--- config.mk ---
export PLATFORM = sky130hd
export DESIGN_NAME = mfp_ahb_wifi_frame_ctrl
export DESIGN_NICKNAME = d
export VERILOG_FILES = /design/src/rtl/mfp_ahb_wifi_frame_ctrl_pkg.sv /design/src/rtl/mfp_wifi_frame_parser.sv /design/src/rtl/mfp_ahb_wifi_frame_ctrl.sv
export SDC_FILE = /design/constraint.sdc
export NUM_CORES = 1
export LEC_CHECK = 0
export CAP_MARGIN = 20
export CORE_AREA = 2 2 155 157
export CTS_CLUSTER_DIAMETER = 30
export DETAILED_ROUTE_END_ITERATION = 7
export DIE_AREA = 0 0 157 159
export GPL_TIMING_DRIVEN = 0
export PLACE_DENSITY = 0.69
export SLEW_MARGIN = 15
export SYNTH_ARGS = -nofsm -noshare
export SYNTH_HDL_FRONTEND = slang
export SYNTH_SLANG_ARGS = --single-unit
--- constraint.sdc ---
create_clock -name HCLK -period 3.6 [get_ports HCLK]
set_clock_uncertainty 0.1 [all_clocks]
set_input_delay 0.36 -clock HCLK [delete_from_list [all_inputs] [get_ports HCLK]]
set_output_delay 0.36 -clock HCLK [all_outputs]
set_load 0.005 [all_outputs]
--- src/rtl/mfp_ahb_wifi_frame_ctrl_pkg.sv ---
// Shared constants for the ESP Wi-Fi frame controller: register offsets,
// payload depth, parser state encodings and a saturating counter helper.
package mfp_ahb_wifi_frame_ctrl_pkg;

    localparam logic [3:0] H_WIFI_STATUS = 4'h0;
    localparam logic [3:0] H_WIFI_CMDLEN = 4'h4;
    localparam logic [3:0] H_WIFI_DATA   = 4'h8;
    localparam logic [3:0] H_WIFI_CTRL   = 4'hC;

    localparam logic [1:0] HTRANS_IDLE   = 2'b00;

    localparam int MFP_N_WIFI_PAYLOAD = 16;

    typedef enum logic [2:0] {
        ST_HUNT    = 3'd0,
        ST_CMD     = 3'd1,
        ST_LEN     = 3'd2,
        ST_PAYLOAD = 3'd3,
        ST_CHK     = 3'd4
    } wifi_state_e;

    function automatic logic [7:0] sat_inc8(input logic [7:0] v);
        return (v == 8'hFF) ? v : v + 8'd1;
    endfunction

endpackage

--- src/rtl/mfp_wifi_frame_parser.sv ---
// Byte-stream parser for SOF/CMD/LEN/payload/XOR frames; emits one-cycle events
// and a buffer write port. Inter-byte timeout built only with WIFI_FRAME_TIMEOUT_EN.
module mfp_wifi_frame_parser
    import mfp_ahb_wifi_frame_ctrl_pkg::*;
#(
    parameter int         MAX_PAYLOAD    = MFP_N_WIFI_PAYLOAD,
    parameter logic [7:0] SOF_BYTE       = 8'h7E,
    parameter int         TIMEOUT_CYCLES = 50000
) (
    input  logic       HCLK,
    input  logic       HRESETn,
    input  logic [7:0] byte_data,
    input  logic       byte_ready,
    input  logic       frame_valid,
    output logic       busy,
    output logic       commit,
    output logic       overrun_evt,
    output logic       err_evt,
    output logic [7:0] cmd_tmp,
    output logic [7:0] len_tmp,
    output logic       wr_en,
    output logic [7:0] wr_addr,
    output logic [7:0] wr_data
);
    localparam logic [7:0] MAX8 = 8'(MAX_PAYLOAD);

    wifi_state_e state_q, state_d;
    logic       lock_q, lock_d;
    logic [7:0] chk_q, chk_d;
    logic [7:0] cmd_tmp_q, cmd_tmp_d;
    logic [7:0] len_tmp_q, len_tmp_d;
    logic [7:0] wr_ptr_q, wr_ptr_d;
    logic       timeout;

`ifdef WIFI_FRAME_TIMEOUT_EN
    localparam int CNT_W = $clog2(TIMEOUT_CYCLES + 1);
    logic [CNT_W-1:0] cnt_q, cnt_d;

    always_comb begin
        cnt_d   = cnt_q + 1'b1;
        timeout = 1'b0;
        if (byte_ready || state_q == ST_HUNT) begin
            cnt_d = '0;
        end else if (cnt_q == CNT_W'(TIMEOUT_CYCLES - 1)) begin
            cnt_d   = '0;
            timeout = 1'b1;
        end
    end

    always_ff @(posedge HCLK or negedge HRESETn) begin
        if (!HRESETn) cnt_q <= '0;
        else          cnt_q <= cnt_d;
    end
`else
    localparam int unused_timeout_cycles = TIMEOUT_CYCLES;
    assign timeout = 1'b0;
`endif

    // State register; frame scratch registers carry no reset since HUNT re-initialises them.
    always_ff @(posedge HCLK or negedge HRESETn) begin
        if (!HRESETn) begin
            state_q <= ST_HUNT;
            lock_q  <= 1'b0;
        end else begin
            state_q <= state_d;
            lock_q  <= lock_d;
        end
    end

    always_ff @(posedge HCLK) begin
        chk_q     <= chk_d;
        cmd_tmp_q <= cmd_tmp_d;
        len_tmp_q <= len_tmp_d;
        wr_ptr_q  <= wr_ptr_d;
    end

    always_comb begin
        state_d   = state_q;
        lock_d    = lock_q;
        chk_d     = chk_q;
        cmd_tmp_d = cmd_tmp_q;
        len_tmp_d = len_tmp_q;
        wr_ptr_d  = wr_ptr_q;
        if (byte_ready) begin
            case (state_q)
                ST_HUNT: if (byte_data == SOF_BYTE) begin
                    lock_d  = frame_valid;
                    chk_d   = 8'h00;
                    state_d = ST_CMD;
                end
                ST_CMD: begin
                    cmd_tmp_d = byte_data;
                    chk_d     = chk_q ^ byte_data;
                    state_d   = ST_LEN;
                end
                ST_LEN: begin
                    if (byte_data > MAX8) begin
                        state_d = ST_HUNT;
                    end else begin
                        len_tmp_d = byte_data;
                        chk_d     = chk_q ^ byte_data;
                        wr_ptr_d  = 8'h00;
                        state_d   = (byte_data == 8'h00) ? ST_CHK : ST_PAYLOAD;
                    end
                end
                ST_PAYLOAD: begin
                    chk_d    = chk_q ^ byte_data;
                    wr_ptr_d = wr_ptr_q + 8'd1;
                    if (wr_ptr_q + 8'd1 == len_tmp_q) state_d = ST_CHK;
                end
                default: state_d = ST_HUNT;
            endcase
        end else if (timeout) begin
            state_d = ST_HUNT;
        end
    end

    always_comb begin
        commit      = 1'b0;
        overrun_evt = 1'b0;
        err_evt     = timeout;
        wr_en       = 1'b0;
        if (byte_ready) begin
            case (state_q)
                ST_LEN:     err_evt = (byte_data > MAX8);
                ST_PAYLOAD: wr_en   = !lock_q;
                ST_CHK: begin
                    if (byte_data != chk_q) err_evt     = 1'b1;
                    else if (lock_q)        overrun_evt = 1'b1;
                    else                    commit      = 1'b1;
                end
                default: ;
            endcase
        end
    end

    assign busy    = (state_q != ST_HUNT);
    assign cmd_tmp = cmd_tmp_q;
    assign len_tmp = len_tmp_q;
    assign wr_addr = wr_ptr_q;
    assign wr_data = byte_data;

endmodule

--- src/rtl/mfp_ahb_wifi_frame_ctrl.sv ---
// AHB-Lite slave for the ESP Wi-Fi UART frame path: registers, pop-on-read payload, IRQ.
// Optional inter-byte timeout: define WIFI_FRAME_TIMEOUT_EN.
module mfp_ahb_wifi_frame_ctrl
    import mfp_ahb_wifi_frame_ctrl_pkg::*;
#(
    parameter int         MAX_PAYLOAD    = MFP_N_WIFI_PAYLOAD,
    parameter logic [7:0] SOF_BYTE       = 8'h7E,
    parameter int         TIMEOUT_CYCLES = 50000
) (
    input  logic        HCLK,
    input  logic        HRESETn,
    input  logic [3:0]  HADDR,
    input  logic [1:0]  HTRANS,
    input  logic [31:0] HWDATA,
    input  logic        HWRITE,
    input  logic        HSEL,
    output logic [31:0] HRDATA,
    input  logic [7:0]  byte_data,
    input  logic        byte_ready,
    output logic        frame_irq
);
    localparam int IDXW = (MAX_PAYLOAD > 1) ? $clog2(MAX_PAYLOAD) : 1;

    logic [3:0]  addr_dly_q;
    logic        sel_dly_q, write_dly_q, trans_dly_q;
    logic        frame_valid_q, frame_valid_d;
    logic        overrun_q, overrun_d;
    logic [7:0]  err_cnt_q, err_cnt_d;
    logic        irq_en_q, irq_en_d;
    logic [7:0]  cmd_q, cmd_d;
    logic [7:0]  len_q, len_d;
    logic [7:0]  rd_ptr_q, rd_ptr_d;
    logic [31:0] hrdata_q, hrdata_d;
    logic [7:0]  buf_q [MAX_PAYLOAD];

    logic        busy, commit, overrun_evt, err_evt, wr_en;
    logic [7:0]  cmd_tmp, len_tmp, wr_addr, wr_data;
    logic        we, ack, clr, empty, pop;
    logic [7:0]  rd_byte;
    logic        unused_ok;

    mfp_wifi_frame_parser #(
        .MAX_PAYLOAD    (MAX_PAYLOAD),
        .SOF_BYTE       (SOF_BYTE),
        .TIMEOUT_CYCLES (TIMEOUT_CYCLES)
    ) u_parser (
        .HCLK        (HCLK),
        .HRESETn     (HRESETn),
        .byte_data   (byte_data),
        .byte_ready  (byte_ready),
        .frame_valid (frame_valid_q),
        .busy        (busy),
        .commit      (commit),
        .overrun_evt (overrun_evt),
        .err_evt     (err_evt),
        .cmd_tmp     (cmd_tmp),
        .len_tmp     (len_tmp),
        .wr_en       (wr_en),
        .wr_addr     (wr_addr),
        .wr_data     (wr_data)
    );

    assign unused_ok = ^{HWDATA[31:3], wr_addr};

    always_comb begin
        we      = trans_dly_q && sel_dly_q && write_dly_q;
        ack     = we && (addr_dly_q == H_WIFI_CTRL) && HWDATA[0];
        clr     = we && (addr_dly_q == H_WIFI_CTRL) && HWDATA[1];
        empty   = (rd_ptr_q == len_q);
        pop     = HSEL && (HTRANS != HTRANS_IDLE) && !HWRITE && (HADDR == H_WIFI_DATA) && !empty;
        rd_byte = empty ? 8'h00 : buf_q[rd_ptr_q[IDXW-1:0]];

        irq_en_d = (we && addr_dly_q == H_WIFI_CTRL) ? HWDATA[2] : irq_en_q;
        // A same-cycle commit outranks ACK so a freshly completed frame is never lost.
        frame_valid_d = commit ? 1'b1 : (ack ? 1'b0 : frame_valid_q);
        rd_ptr_d      = (commit || ack) ? 8'h00 : (pop ? rd_ptr_q + 8'd1 : rd_ptr_q);
        cmd_d         = commit ? cmd_tmp : cmd_q;
        len_d         = commit ? len_tmp : len_q;
        overrun_d     = clr ? 1'b0 : (overrun_evt ? 1'b1 : overrun_q);
        err_cnt_d     = clr ? 8'h00 : (err_evt ? sat_inc8(err_cnt_q) : err_cnt_q);

        case (HADDR)
            H_WIFI_STATUS: hrdata_d = {16'h0, err_cnt_q, 5'b0, busy, overrun_q, frame_valid_q};
            H_WIFI_CMDLEN: hrdata_d = {16'h0, len_q, cmd_q};
            H_WIFI_DATA:   hrdata_d = {23'h0, empty, rd_byte};
            H_WIFI_CTRL:   hrdata_d = {29'h0, irq_en_q, 2'b00};
            default:       hrdata_d = 32'h0;
        endcase
    end

    always_ff @(posedge HCLK or negedge HRESETn) begin
        if (!HRESETn) begin
            addr_dly_q    <= 4'h0;
            sel_dly_q     <= 1'b0;
            write_dly_q   <= 1'b0;
            trans_dly_q   <= 1'b0;
            frame_valid_q <= 1'b0;
            overrun_q     <= 1'b0;
            err_cnt_q     <= 8'h00;
            irq_en_q      <= 1'b0;
            cmd_q         <= 8'h00;
            len_q         <= 8'h00;
            rd_ptr_q      <= 8'h00;
            hrdata_q      <= 32'h0;
        end else begin
            addr_dly_q    <= HADDR;
            sel_dly_q     <= HSEL;
            write_dly_q   <= HWRITE;
            trans_dly_q   <= (HTRANS != HTRANS_IDLE);
            frame_valid_q <= frame_valid_d;
            overrun_q     <= overrun_d;
            err_cnt_q     <= err_cnt_d;
            irq_en_q      <= irq_en_d;
            cmd_q         <= cmd_d;
            len_q         <= len_d;
            rd_ptr_q      <= rd_ptr_d;
            hrdata_q      <= hrdata_d;
        end
    end

    always_ff @(posedge HCLK) begin
        if (wr_en) buf_q[wr_addr[IDXW-1:0]] <= wr_data;
    end

    assign HRDATA    = hrdata_q;
    assign frame_irq = frame_valid_q & irq_en_q;

endmodule

==> results.toml <==
[run_status]
outcome = "complete, no violations"

[layout]
seq_area_um2 = 6360
fill_cells = 1863
drive_above_1_share = 0.212
fin_util = 0.509
syn_to_final_growth_pct = 22.3
multi_input_area_um2 = 3060
n_antenna_cell = 0
finalNonFillerCells = 1041
nets = 754

[timing]
relSlewSlack = 0.322
hold_viol_final = 0
hold_ws_ns = 0.271
rsz0062_at_grt = "no"
setup_slack_ns = 0.430
worst_pin_slew_ns = 1.01
setup_viol = 0
drv_slew = 0
fin_crit_sh = 0.880
timing.fmax_mhz = 315
fin_tns_setup_ns = 0
min_period_ns = 3.17

[die]
io_pins = 84
fp.dieH_um = 159
core_um2 = 23200
initial_utilization = 0.416
num_rows = 56
fp.dieW_um = 157
dieArea_um2 = 25000

[route]
ant_nets = 0
drtPass1Iterations = 7
finalWirelength_um = 21000
viasPerCell = 5.39
post-route-drc-count = 0
num_vias = 5610
avgRoutedWirePerCell_um = 20.2
first_iter_violations = 471

[pwr]
vdd_ir_drop_max_mv = 0.234
power_density_nw_per_um2 = 616
p_leak_nw = 4.30

[setup_path]
critPathKind = "input pin to flip-flop"
arrival_ns = 3.19
endpoint_kind = "flip-flop"
cp_max_fo = 21
crit_path_start_kind = "input pin"
critical_path_required_ns = 3.62

[grt]
grt_max_degree = 63
gr-total-overflow = 0
antenna_found_initial = 0
grt_pass1_wl_um = 32800
grt_pass1_vias = 5766
gr-usage-all-layers = 0.172

[clock_tree]
cts_buffers = 35
clockBufferDepth = 3
cts.htree.levels = 2
cts_tree = "done"
clk_pin_slew_ns = 0.05
root_buffer = "clkbuf_16"
clkSinkCount = 222
post_cts_buffers = 0
insertion_delay_ns = 0.50

[place]
gp_congestion = 0.840
place_worst_setup_slack_ns = -0.0443
dp_cells = 978
dp_hpwl_um = 14000
numPortBuffers = 38

[synthesis]
synth-edff-count = 160
synth_warnings = 0
synth_flop_cell = "edfxtp_1"
syn_avg_cell_area_um2 = 15.9
synthArstFlopShare = 0.279
synth_cell_types = 69
ys_ff_latch = 222
synth-seq-area-share = 0.659
synth_area_um2 = 9650
postSynthCellCount = 605

[job]
max_cap_viol_count = 0

[min_path]
hold_path_class = "input pin to flip-flop"
==> kinds of logic (layout without fill, tap and decap cells) <==
| kind of cell | count (synthesis) | after routing | synth area share |
|---|---|---|---|
| AO/OA/AOI/OAI | 66 | 66 | 0.0493 |
| buffers and inverters | 53 | 155 | 0.0345 |
| AND/OR/NAND/NOR | 157 | 157 | 0.0856 |
| adder cells (fa/ha/maj) | 6 | 6 | 0.00778 |
| flip-flops | 222 | 222 | 0.659 |
| other | 1 | 16 | 0.000389 |
| XOR/XNOR | 33 | 33 | 0.0345 |
| multiplexers | 67 | 67 | 0.129 |
==> metal layers <==
layer | track usage | part of all wire | vias up
li1 | - | - | 2501
met1 | 0.232 | 0.41 | 2808
met2 | 0.274 | 0.48 | 256
met3 | 0.0425 | 0.079 | 45
met4 | 0.0609 | 0.027 | 0
met5 | 0 | 0 | -
==> state kept, by name, indices dropped and copies added (netlist names), 3 cells and up <==
| register | flops |
|---|---|
| u_parser.cmd_tmp | 8 |
| len_q | 8 |
| err_cnt_q | 8 |
| addr_dly_q | 4 |
| u_parser.len_tmp | 8 |
| HRDATA | 16 |
| buf_q | 128 |
| u_parser.wr_addr | 8 |
| cmd_q | 8 |
| u_parser.chk_q | 8 |
| rd_ptr_q | 8 |
| u_parser.state_q | 3 |
==> cells in the final DEF (no fill, tap or decap), drive strengths merged, types with 20 or more instances in the layout <==
cell / instances
clkbuf: 51
edfxtp: 160
clkdlybuf4s50: 37
xnor2: 24
buf: 34
nor2: 37
mux2: 20
nand2: 41
dfrtp: 62
mux4: 37
==> cells in the mapped netlist, types with 3 or more instances <==
cell type	count	share of area
nand4_1	10	0.0065
nor3_1	8	0.0042
o31ai_1	5	0.0039
a22o_1	7	0.0064
clkbuf_1	7	0.0027
mux2_2	11	0.013
nor2b_1	4	0.0026
buf_2	8	0.0042
nand2_1	41	0.016
xnor2_1	22	0.020
or3_1	6	0.0039
mux2i_1	10	0.010
nand3_1	8	0.0042
mux2_4	9	0.014
and3_1	5	0.0032
clkinv_1	5	0.0019
inv_1	8	0.0031
edfxtp_1	160	0.50
a211oi_1	3	0.0023
or4_1	4	0.0031
buf_6	3	0.0035
a21oi_1	19	0.0099
and2_1	4	0.0026
dfrtp_1	62	0.16
nor2_1	37	0.014
mux4_2	23	0.054
buf_4	18	0.014
mux4_1	14	0.038
nand2b_1	11	0.0071
o21ai_2	5	0.0045
o21ai_0	4	0.0021
ha_1	6	0.0078
nor4_1	5	0.0032
xor2_1	7	0.0064
==> area by class of cell <==
type                       count  area share
sequential                   222       0.539
multi-input combinational    345       0.259
clock buffer                  43      0.0804
timing repair buffer          40      0.0352
tap                          319      0.0338
clock inverter                19      0.0242
buffer                        40      0.0241
inverter                      13     0.00414
==> through the flow <==
stage	power (mW)	area, µm²
floorplan	3.52	9700
global placement	3.72	10500
detailed placement	3.78	10600
CTS	7.30	11800
global route	7.51	11800
finish	7.26	11800
==> worst paths after layout <==
kind / end / startpoint / depth (start not counted) / slack, ns
max: u_parser.chk_q[7]$_SDFFCE_PN0P_ / byte_data[2] / 7 / 0.43
min: sel_dly_q$_DFF_PN0_ / HSEL / 1 / 0.27
max reg2reg: buf_q[15][2]$_DFFE_PP_ / u_parser.state_q[2]$_DFFE_PN0P_ / 6 / 0.75
min reg2reg: cmd_q[2]$_DFFE_PN0P_ / u_parser.cmd_tmp[2]$_DFFE_PP_ / 1 / 0.38
max in group asynchronous: rd_ptr_q[5]$_DFFE_PN0P_ / HRESETn / 3 / 2.83
min in group asynchronous: HRDATA[0]$_DFF_PN0_ / HRESETn / 3 / 0.31
==> report_power, final <==
group	internal [mW]	leakage, nW	switching [mW]
combinational	0.279	1.42	0.422
sequential	2.93	2.28	0.112
clock	2.32	0.596	1.19
total	5.53	4.30	1.73
==> worst max-delay path, cell delays in order <==
cell and delay (ns):
clkdlybuf4s50_1 0.91, or4_1 0.78, a21oi_1 0.26, or3_1 0.14, buf_4 0.16, nand2_1 0.06
nor2_1 0.51
==> timing repair <==
action / in CTS / in global routing
gates resized for setup: 0 / 0
endpoints found under the hold margin: 62 / 0
hold buffers: 1 / 0
No activity file was read; power rests on OpenSTA's default activity.
